`src/rtl/uart_pkg.sv`:
```
// Shared UART types and constants: line FSM states, register map, status bit positions, sticky error flags.
// Declarations only; no latency or backpressure of its own.
package uart_pkg;

  typedef enum logic [2:0] {
    IDLE,
    START,
    DATA,
    PAR,
    STOP
  } uart_state_e;

  localparam logic [1:0] ADDR_DATA   = 2'd0;
  localparam logic [1:0] ADDR_STATUS = 2'd1;

  localparam int ST_RX_EMPTY   = 0;
  localparam int ST_RX_FULL    = 1;
  localparam int ST_TX_EMPTY   = 2;
  localparam int ST_TX_FULL    = 3;
  localparam int ST_OVERRUN    = 4;
  localparam int ST_FRAME_ERR  = 5;
  localparam int ST_PARITY_ERR = 6;
  localparam int ST_RX_CNT_LSB = 8;

  localparam int OVERSAMPLE   = 16;
  localparam int SAMPLE_POINT = 7;

  typedef struct packed {
    logic parity_err;
    logic frame_err;
    logic overrun;
  } err_flags_t;

endpackage

```
`src/rtl/uart_fifo.sv`:
```
// Synchronous FIFO with show-ahead dout; push/pop take effect on the clock edge, flags and count follow it.
// Push when full and pop when empty are ignored; the extra pointer MSB separates full from empty.
module uart_fifo #(
  parameter int WIDTH = 8,
  parameter int DEPTH = 16
) (
  input  logic                   clk,
  input  logic                   rst_n,
  input  logic                   push,
  input  logic                   pop,
  input  logic [WIDTH-1:0]       din,
  output logic [WIDTH-1:0]       dout,
  output logic                   full,
  output logic                   empty,
  output logic [$clog2(DEPTH):0] count
);
  localparam int AW = $clog2(DEPTH);

  logic [AW:0]      wr_ptr_q, wr_ptr_d, rd_ptr_q, rd_ptr_d;
  logic [WIDTH-1:0] mem_q [DEPTH];
  logic             do_push, do_pop;

  always_comb begin
    empty    = (wr_ptr_q == rd_ptr_q);
    full     = (wr_ptr_q[AW] != rd_ptr_q[AW]) && (wr_ptr_q[AW-1:0] == rd_ptr_q[AW-1:0]);
    count    = wr_ptr_q - rd_ptr_q;
    dout     = mem_q[rd_ptr_q[AW-1:0]];
    do_push  = push && !full;
    do_pop   = pop && !empty;
    wr_ptr_d = do_push ? wr_ptr_q + 1'b1 : wr_ptr_q;
    rd_ptr_d = do_pop ? rd_ptr_q + 1'b1 : rd_ptr_q;
  end

  always_ff @(posedge clk or negedge rst_n) begin
    if (!rst_n) begin
      wr_ptr_q <= '0;
      rd_ptr_q <= '0;
    end else begin
      wr_ptr_q <= wr_ptr_d;
      rd_ptr_q <= rd_ptr_d;
    end
  end

  always_ff @(posedge clk) begin
    if (do_push) mem_q[wr_ptr_q[AW-1:0]] <= din;
  end

endmodule

```
`src/rtl/uart_core.sv`:
```
// UART with RX/TX FIFOs behind a 2-bit register port; r_data is one cycle after re, rx byte visible 1 cycle after its stop sample.
// TX pushes beyond FIFO capacity are dropped silently; RX bytes arriving to a full FIFO are dropped and flag overrun.
module uart_core
  import uart_pkg::*;
#(
  parameter int DATA_BITS  = 8,
  parameter int FIFO_DEPTH = 16,
  parameter int CLK_DIV    = 54,
  parameter int PARITY_EN  = 0,
  parameter int PARITY_ODD = 0
) (
  input  logic                 clk,
  input  logic                 rst_n,
  input  logic                 rx,
  output logic                 tx,
  input  logic [1:0]           addr,
  input  logic                 we,
  input  logic                 re,
  input  logic [DATA_BITS-1:0] w_data,
  output logic [15:0]          r_data,
  output logic                 rx_empty,
  output logic                 tx_full,
  output logic                 err
);
  localparam int         CW        = $clog2(FIFO_DEPTH) + 1;
  localparam int         DIV_W     = (CLK_DIV > 1) ? $clog2(CLK_DIV) : 1;
  localparam logic [3:0] LAST_TICK = 4'(OVERSAMPLE - 1);
  localparam logic [3:0] MID_TICK  = 4'(SAMPLE_POINT);
  localparam logic [3:0] LAST_BIT  = 4'(DATA_BITS - 1);
  localparam logic       ODD       = (PARITY_ODD != 0);
  localparam bit         HAS_PAR   = (PARITY_EN != 0);

  logic [DIV_W-1:0] div_cnt_q, div_cnt_d;
  logic             tick;
  logic             rx_meta_q, rx_sync_q;

  uart_state_e          rx_state_q, rx_state_d;
  logic [3:0]           rx_tcnt_q, rx_tcnt_d, rx_bcnt_q, rx_bcnt_d;
  logic [DATA_BITS-1:0] rx_shift_q, rx_shift_d;
  logic                 rx_par_q, rx_par_d, rx_bit_end;
  err_flags_t           rx_ev, err_q, err_d;

  uart_state_e          tx_state_q, tx_state_d;
  logic [3:0]           tx_tcnt_q, tx_tcnt_d, tx_bcnt_q, tx_bcnt_d;
  logic [DATA_BITS-1:0] tx_shift_q, tx_shift_d;
  logic                 tx_par_q, tx_par_d, tx_bit_end, tx_q, tx_d;

  logic                 rx_push, rx_pop, rx_full, tx_push, tx_pop, tx_empty, status_rd;
  logic [DATA_BITS-1:0] rx_dout, tx_dout;
  logic [CW-1:0]        rx_count, unused_tx_count;
  logic [15:0]          r_data_q, r_data_d, status_w;
  logic [8:0]           rx_cnt_ext;

  uart_fifo #(.WIDTH(DATA_BITS), .DEPTH(FIFO_DEPTH)) u_rx_fifo (
    .clk(clk), .rst_n(rst_n), .push(rx_push), .pop(rx_pop), .din(rx_shift_q),
    .dout(rx_dout), .full(rx_full), .empty(rx_empty), .count(rx_count)
  );

  uart_fifo #(.WIDTH(DATA_BITS), .DEPTH(FIFO_DEPTH)) u_tx_fifo (
    .clk(clk), .rst_n(rst_n), .push(tx_push), .pop(tx_pop), .din(w_data),
    .dout(tx_dout), .full(tx_full), .empty(tx_empty), .count(unused_tx_count)
  );

  always_comb begin
    tick      = (div_cnt_q == DIV_W'(CLK_DIV - 1));
    div_cnt_d = tick ? '0 : div_cnt_q + 1'b1;
  end

  // Receiver: tick counter restarts at the start edge so every later sample lands mid-bit.
  always_comb begin
    rx_state_d = rx_state_q;
    rx_tcnt_d  = rx_tcnt_q;
    rx_bcnt_d  = rx_bcnt_q;
    rx_shift_d = rx_shift_q;
    rx_par_d   = rx_par_q;
    rx_push    = 1'b0;
    rx_ev      = '0;
    rx_bit_end = tick && (rx_tcnt_q == LAST_TICK);
    if (tick && rx_state_q != IDLE) rx_tcnt_d = rx_tcnt_q + 1'b1;
    case (rx_state_q)
      IDLE: begin
        if (!rx_sync_q) begin
          rx_state_d = START;
          rx_tcnt_d  = '0;
        end
      end
      START: begin
        if (tick && rx_tcnt_q == MID_TICK) begin
          rx_tcnt_d  = '0;
          rx_bcnt_d  = '0;
          rx_state_d = rx_sync_q ? IDLE : DATA;
        end
      end
      DATA: begin
        if (rx_bit_end) begin
          rx_shift_d = {rx_sync_q, rx_shift_q[DATA_BITS-1:1]};
          rx_bcnt_d  = rx_bcnt_q + 1'b1;
          if (rx_bcnt_q == LAST_BIT) rx_state_d = HAS_PAR ? PAR : STOP;
        end
      end
      PAR: begin
        if (rx_bit_end) begin
          rx_par_d   = rx_sync_q;
          rx_state_d = STOP;
        end
      end
      STOP: begin
        if (rx_bit_end) begin
          rx_state_d = IDLE;
          if (!rx_sync_q)                                  rx_ev.frame_err  = 1'b1;
          else if (HAS_PAR && (rx_par_q != (^rx_shift_q ^ ODD))) rx_ev.parity_err = 1'b1;
          else if (rx_full)                                rx_ev.overrun    = 1'b1;
          else                                             rx_push          = 1'b1;
        end
      end
      default: rx_state_d = IDLE;
    endcase
  end

  always_comb begin
    tx_state_d = tx_state_q;
    tx_tcnt_d  = tx_tcnt_q;
    tx_bcnt_d  = tx_bcnt_q;
    tx_shift_d = tx_shift_q;
    tx_par_d   = tx_par_q;
    tx_pop     = 1'b0;
    tx_bit_end = tick && (tx_tcnt_q == LAST_TICK);
    if (tick && tx_state_q != IDLE) tx_tcnt_d = tx_tcnt_q + 1'b1;
    case (tx_state_q)
      IDLE: begin
        if (!tx_empty) tx_state_d = START;
      end
      START: begin
        if (tx_bit_end) begin
          tx_state_d = DATA;
          tx_bcnt_d  = '0;
        end
      end
      DATA: begin
        if (tx_bit_end) begin
          tx_shift_d = tx_shift_q >> 1;
          tx_bcnt_d  = tx_bcnt_q + 1'b1;
          if (tx_bcnt_q == LAST_BIT) tx_state_d = HAS_PAR ? PAR : STOP;
        end
      end
      PAR: begin
        if (tx_bit_end) tx_state_d = STOP;
      end
      STOP: begin
        if (tx_bit_end) tx_state_d = tx_empty ? IDLE : START;
      end
      default: tx_state_d = IDLE;
    endcase
    // Loading on entry to START covers both the idle start and back-to-back frames.
    if (tx_state_d == START && tx_state_q != START) begin
      tx_pop     = 1'b1;
      tx_shift_d = tx_dout;
      tx_par_d   = ^tx_dout ^ ODD;
      tx_tcnt_d  = '0;
    end
    case (tx_state_d)
      START:   tx_d = 1'b0;
      DATA:    tx_d = tx_shift_d[0];
      PAR:     tx_d = tx_par_d;
      default: tx_d = 1'b1;
    endcase
  end

  always_comb begin
    tx_push    = we && (addr == ADDR_DATA);
    rx_pop     = re && (addr == ADDR_DATA);
    status_rd  = re && (addr == ADDR_STATUS);
    rx_cnt_ext = 9'(rx_count);
    status_w                         = '0;
    status_w[ST_RX_EMPTY]            = rx_empty;
    status_w[ST_RX_FULL]             = rx_full;
    status_w[ST_TX_EMPTY]            = tx_empty;
    status_w[ST_TX_FULL]             = tx_full;
    status_w[ST_OVERRUN]             = err_q.overrun;
    status_w[ST_FRAME_ERR]           = err_q.frame_err;
    status_w[ST_PARITY_ERR]          = err_q.parity_err;
    status_w[ST_RX_CNT_LSB +: 8]     = rx_cnt_ext[8] ? 8'hFF : rx_cnt_ext[7:0];
    r_data_d = r_data_q;
    if (re) begin
      case (addr)
        ADDR_DATA:   if (!rx_empty) r_data_d = 16'(rx_dout);
        ADDR_STATUS: r_data_d = status_w;
        default:     r_data_d = '0;
      endcase
    end
    // A status read clears the flags, but an error raised in the same cycle survives.
    err_d = status_rd ? '0 : err_q;
    err_d = err_flags_t'(err_d | rx_ev);
  end

  always_ff @(posedge clk or negedge rst_n) begin
    if (!rst_n) begin
      div_cnt_q  <= '0;
      rx_meta_q  <= 1'b1;
      rx_sync_q  <= 1'b1;
      rx_state_q <= IDLE;
      rx_tcnt_q  <= '0;
      rx_bcnt_q  <= '0;
      rx_shift_q <= '0;
      rx_par_q   <= 1'b0;
      tx_state_q <= IDLE;
      tx_tcnt_q  <= '0;
      tx_bcnt_q  <= '0;
      tx_shift_q <= '0;
      tx_par_q   <= 1'b0;
      tx_q       <= 1'b1;
      err_q      <= '0;
      r_data_q   <= '0;
    end else begin
      div_cnt_q  <= div_cnt_d;
      rx_meta_q  <= rx;
      rx_sync_q  <= rx_meta_q;
      rx_state_q <= rx_state_d;
      rx_tcnt_q  <= rx_tcnt_d;
      rx_bcnt_q  <= rx_bcnt_d;
      rx_shift_q <= rx_shift_d;
      rx_par_q   <= rx_par_d;
      tx_state_q <= tx_state_d;
      tx_tcnt_q  <= tx_tcnt_d;
      tx_bcnt_q  <= tx_bcnt_d;
      tx_shift_q <= tx_shift_d;
      tx_par_q   <= tx_par_d;
      tx_q       <= tx_d;
      err_q      <= err_d;
      r_data_q   <= r_data_d;
    end
  end

  assign tx     = tx_q;
  assign r_data = r_data_q;
  assign err    = |err_q;

endmodule

```
`config.mk`:
```
export PLATFORM = sky130hd
export DESIGN_NAME = uart_core
export DESIGN_NICKNAME = d
export VERILOG_FILES = /design/src/rtl/uart_pkg.sv /design/src/rtl/uart_fifo.sv /design/src/rtl/uart_core.sv
export SDC_FILE = /design/constraint.sdc
export NUM_CORES = 1
export LEC_CHECK = 0
export CORE_AREA = 2 2 221 223
export DETAILED_ROUTE_END_ITERATION = 8
export DIE_AREA = 0 0 223 225
export GPL_TIMING_DRIVEN = 0
export PLACE_DENSITY = 0.47
export SETUP_SLACK_MARGIN = 0.4
export SLEW_MARGIN = 20
export SYNTH_ARGS = -nofsm -noshare
export SYNTH_HDL_FRONTEND = slang
export SYNTH_SLANG_ARGS = --single-unit
```
`constraint.sdc`:
```
create_clock -name clk -period 2.8 [get_ports clk]
set_input_delay 0.56 -clock clk [delete_from_list [all_inputs] [get_ports clk]]
set_output_delay 0.56 -clock clk [all_outputs]
set_load 0.02 [all_outputs]
```
==> results.md <==
- Synth Instances: 871
- Worst Setup SP: u_tx_fifo.rd_ptr_q[1]
- Vias in the first global route: 8,169
- Setup crit start kind: register
- Setup crit end: tx_full
- Setup-failing EPs final: 0
- Fin nets: 1,046
- Delay-heaviest family, CP: buffers and inverters
- Antenna diodes: 0
- Seq cells post-synth: 339
- Share of cells above drive strength 1: 29.8%
- Crit path DAT: between 1500 and 2000 ps
- Pin count of the biggest net entering global routing: 61
- R2R Setup Slk: ~300 ps
- First-pass DRT Iterations: 5
- Crit path max fanout: 9
- Die ar.: 50,200 sq um
- Pwr/cell area: roughly 830 nW/um^2
- RSZ-0062 raised after global routing: yes
- Synth area leaders: edfxtp_1, dfrtp_1, mux4_2, nand2_1, mux4_1
- Post-DRT Antenna Nets: 0
- GRT met2 Usage: 21.0%
- Pleak: roughly 6 nW
- Area Overhead vs Synth: 27.9%
- HPWL after DPL: between 20,000 and 25,000 microns
- Endpoints failing hold: 0
- Number of synthesized flops with an enable pin: around 260
- Min Tclk post-route: 2550 ps
- Initial antenna violation count: 0
- CP Capture Type: output port
- Fmax: 393 MHz
- Initial DRC Count: between 400 and 500
- Core area: around 48,000 sq um
- Tot GR Track Use: a little over an eighth
- Final Power: 0.0150 W
- Port Buf Inserts: 31
- Peak supply drop: ~0.37 mV
- Slew @ Worst Pin: 826 ps
- Pins Over Slew Limit: 0
- Die X: 223 microns
- CTS root buf: clkbuf_16
- Slew margin rel.: 45.0%
- Utilization after layout: 38.2%
- Row Count: 80
- Clk sinks: 339
- Placer's final routability congestion estimate: 0.738
- Top cells by count, synth: edfxtp_1, nand2_1, dfrtp_1, mux4_2, nor2_1
- Count leader, synth: edfxtp_1
- Htree depth: 2
- Total CTS buffers: 37
- Hold Crit Class: reg2reg
- Outcome: finished, final reports clean
- Die height: 225 microns
- M3 GR Usage: 3.16%
- Sequential area share after synthesis: between 60 and 70%
- WL/cell: 19.8 microns
- Cell taking the most area after synthesis: edfxtp_1
- I/O pin count: 35
- Syn. warnings: 0
- Reg-to-reg critical path startpoint: u_tx_fifo.rd_ptr_q[1]
- Hold_sp: rx_meta_q
- WS Path Type: reg2out
- CP required: 2240 ps
- Skew-Pair Late Insertion Delay: 530 ps
- Max-cap viol count: 0
- Synth Cell Area: 14,200 sq um
- Slowest CP cell: dfrtp_1
- CTS Buffer Depth: 3
- Global-route wire length before repair: 50,000 microns
- Grt ovf: 0
- Top FF cell, synth: edfxtp_1
- CP cell instances: buf_12 > clkbuf_16 > xnor2_2 > nand4_1 > nor2b_4 > buf_6
- Fillers: 4,373
- Detailed Route WL: 32,800 microns
- Crit path depth: 6
- Total number of vias: 7,795
- Initial core utilization: 29.8%
- Post-route DRC violation count: 0
- Worst clock skew: 12.8 ps
- Synth unique cells: 61
- Reg2Reg Depth: 9
- R2R Path End: tx_par_q
- CTS tree: done
- Synth top area share: ~54%
- Bufs and invs on worst path: 3
- Worst-path clk slew: 60 ps
- Vias per cell: 4.72
- CP max stage delay: around 410 ps
- Crit share post-route: between 90% and 100%
- Syn Area/Cell: about 16 sq um
- Synth async-reset ratio: 24.5%
- Most used routing layer: met2
- M1 GR Usage: between 10% and 20%
## logic make-up after synthesis
logic type / Yosys count / share of synthesized area [%]
muxes: 97 / 13.1
and+or+nand+nor: 216 / 6.99
other: 1 / 0.0264
buffers and inverters: 59 / 2.19
DFF: 339 / 68.9
AOI/OAI and AO/OA: 93 / 4.08
adders and majority gates: 21 / 1.91
xor gates and xnor gates: 45 / 2.88
## state kept, by name, indices dropped and copies added, names as in the netlist, 6 cells and up
signal,flops
u_tx_fifo.mem_q,128
div_cnt_q,6
rx_shift_q,8
r_data,13
tx_shift_q,8
u_rx_fifo.mem_q,128
## where the power goes
group	internal [W]	switching [W]	leakage (nW)
registers	0.00563	0.000148	3.10
clock network	0.00299	0.00196	0.611
logic	0.00208	0.00219	2.32
total	0.0107	0.00429	6.04
## stage by stage
stage	setup TNS, ps	std cells	area [sq um]	setup slack [ps]	hold slack, ps
floorplan	0	873	14300	203	264
global placement	-330120	1519	15400	-2240	349
detailed placement	-132500	1521	15500	-774	348
CTS	0	1633	17700	230	365
global route	0	1653	18100	149	362
finish	0	1653	18100	253	367
## routing by layer
metal / vias up / share of wire (%)
met3: 49 / 5.2
met2: 140 / 47
li1: 3606 / -
met5: - / 0
met4: 0 / 2.0
met1: 4000 / 46
## worst reg2reg max path, stage by stage, from the launching register on
cell and delay (ps):
dfrtp_1 390, buf_12 170, clkbuf_16 170, buf_4 110, mux4_2 470, mux2_2 310, xor2_1 180, a21oi_2 160
xnor3_1 340, o21ai_1 120
## area by class of cell
cell class | count | area (sq um) | share of cell area (%)
plain buffers | 44 | 399 | 2.20
clock inverters | 19 | 200 | 1.10
multi-input cells | 475 | 4700 | 25.9
well taps | 615 | 769 | 4.24
inverters | 15 | 110 | 0.607
repair buffers | 98 | 1150 | 6.36
clock buffers | 48 | 1040 | 5.73
flip-flops and latches | 339 | 9770 | 53.9
## worst min-delay path by stage
stage | to | slack, ps | cells after the start
global route | rx_sync_q | 360 | 0
global placement | rx_sync_q | 350 | 0
finish | rx_sync_q | 370 | 0
CTS | rx_sync_q | 360 | 0
detailed placement | rx_sync_q | 350 | 0
floorplan | div_cnt_q[0] | 260 | 0
## timing repair
action / CTS / global route
hold endpoints to repair: 23 / 0
cloned: 0 / 3
pin swaps: 25 / 14
buffers inserted: 44 / 17
hold buffers: 1 / 0
resized for setup: 120 / 42
endpoints found under the setup margin: 307 / 207
## cell usage in the layout (no fill, tap or decap), types with 5 or more instances in the layout
master / count
a211oi_1: 6
a21o_1: 5
a21oi_1: 26
a22o_1: 5
a311oi_1: 5
and3_1: 8
buf_12: 25
buf_4: 43
buf_6: 12
clkbuf_1: 16
clkbuf_16: 44
clkbuf_8: 6
clkdlybuf4s50_1: 28
clkinv_2: 9
dfrtp_1: 78
edfxtp_1: 256
ha_1: 16
inv_1: 10
mux2_2: 8
mux2i_1: 14
mux2i_4: 5
mux4_1: 8
mux4_2: 58
nand2_1: 86
nand2b_1: 5
nand4_1: 12
nor2_1: 27
nor2_4: 26
nor3_4: 10
o21ai_0: 29
xnor2_1: 21
xor2_1: 21
(Power assumes the default switching activity.)
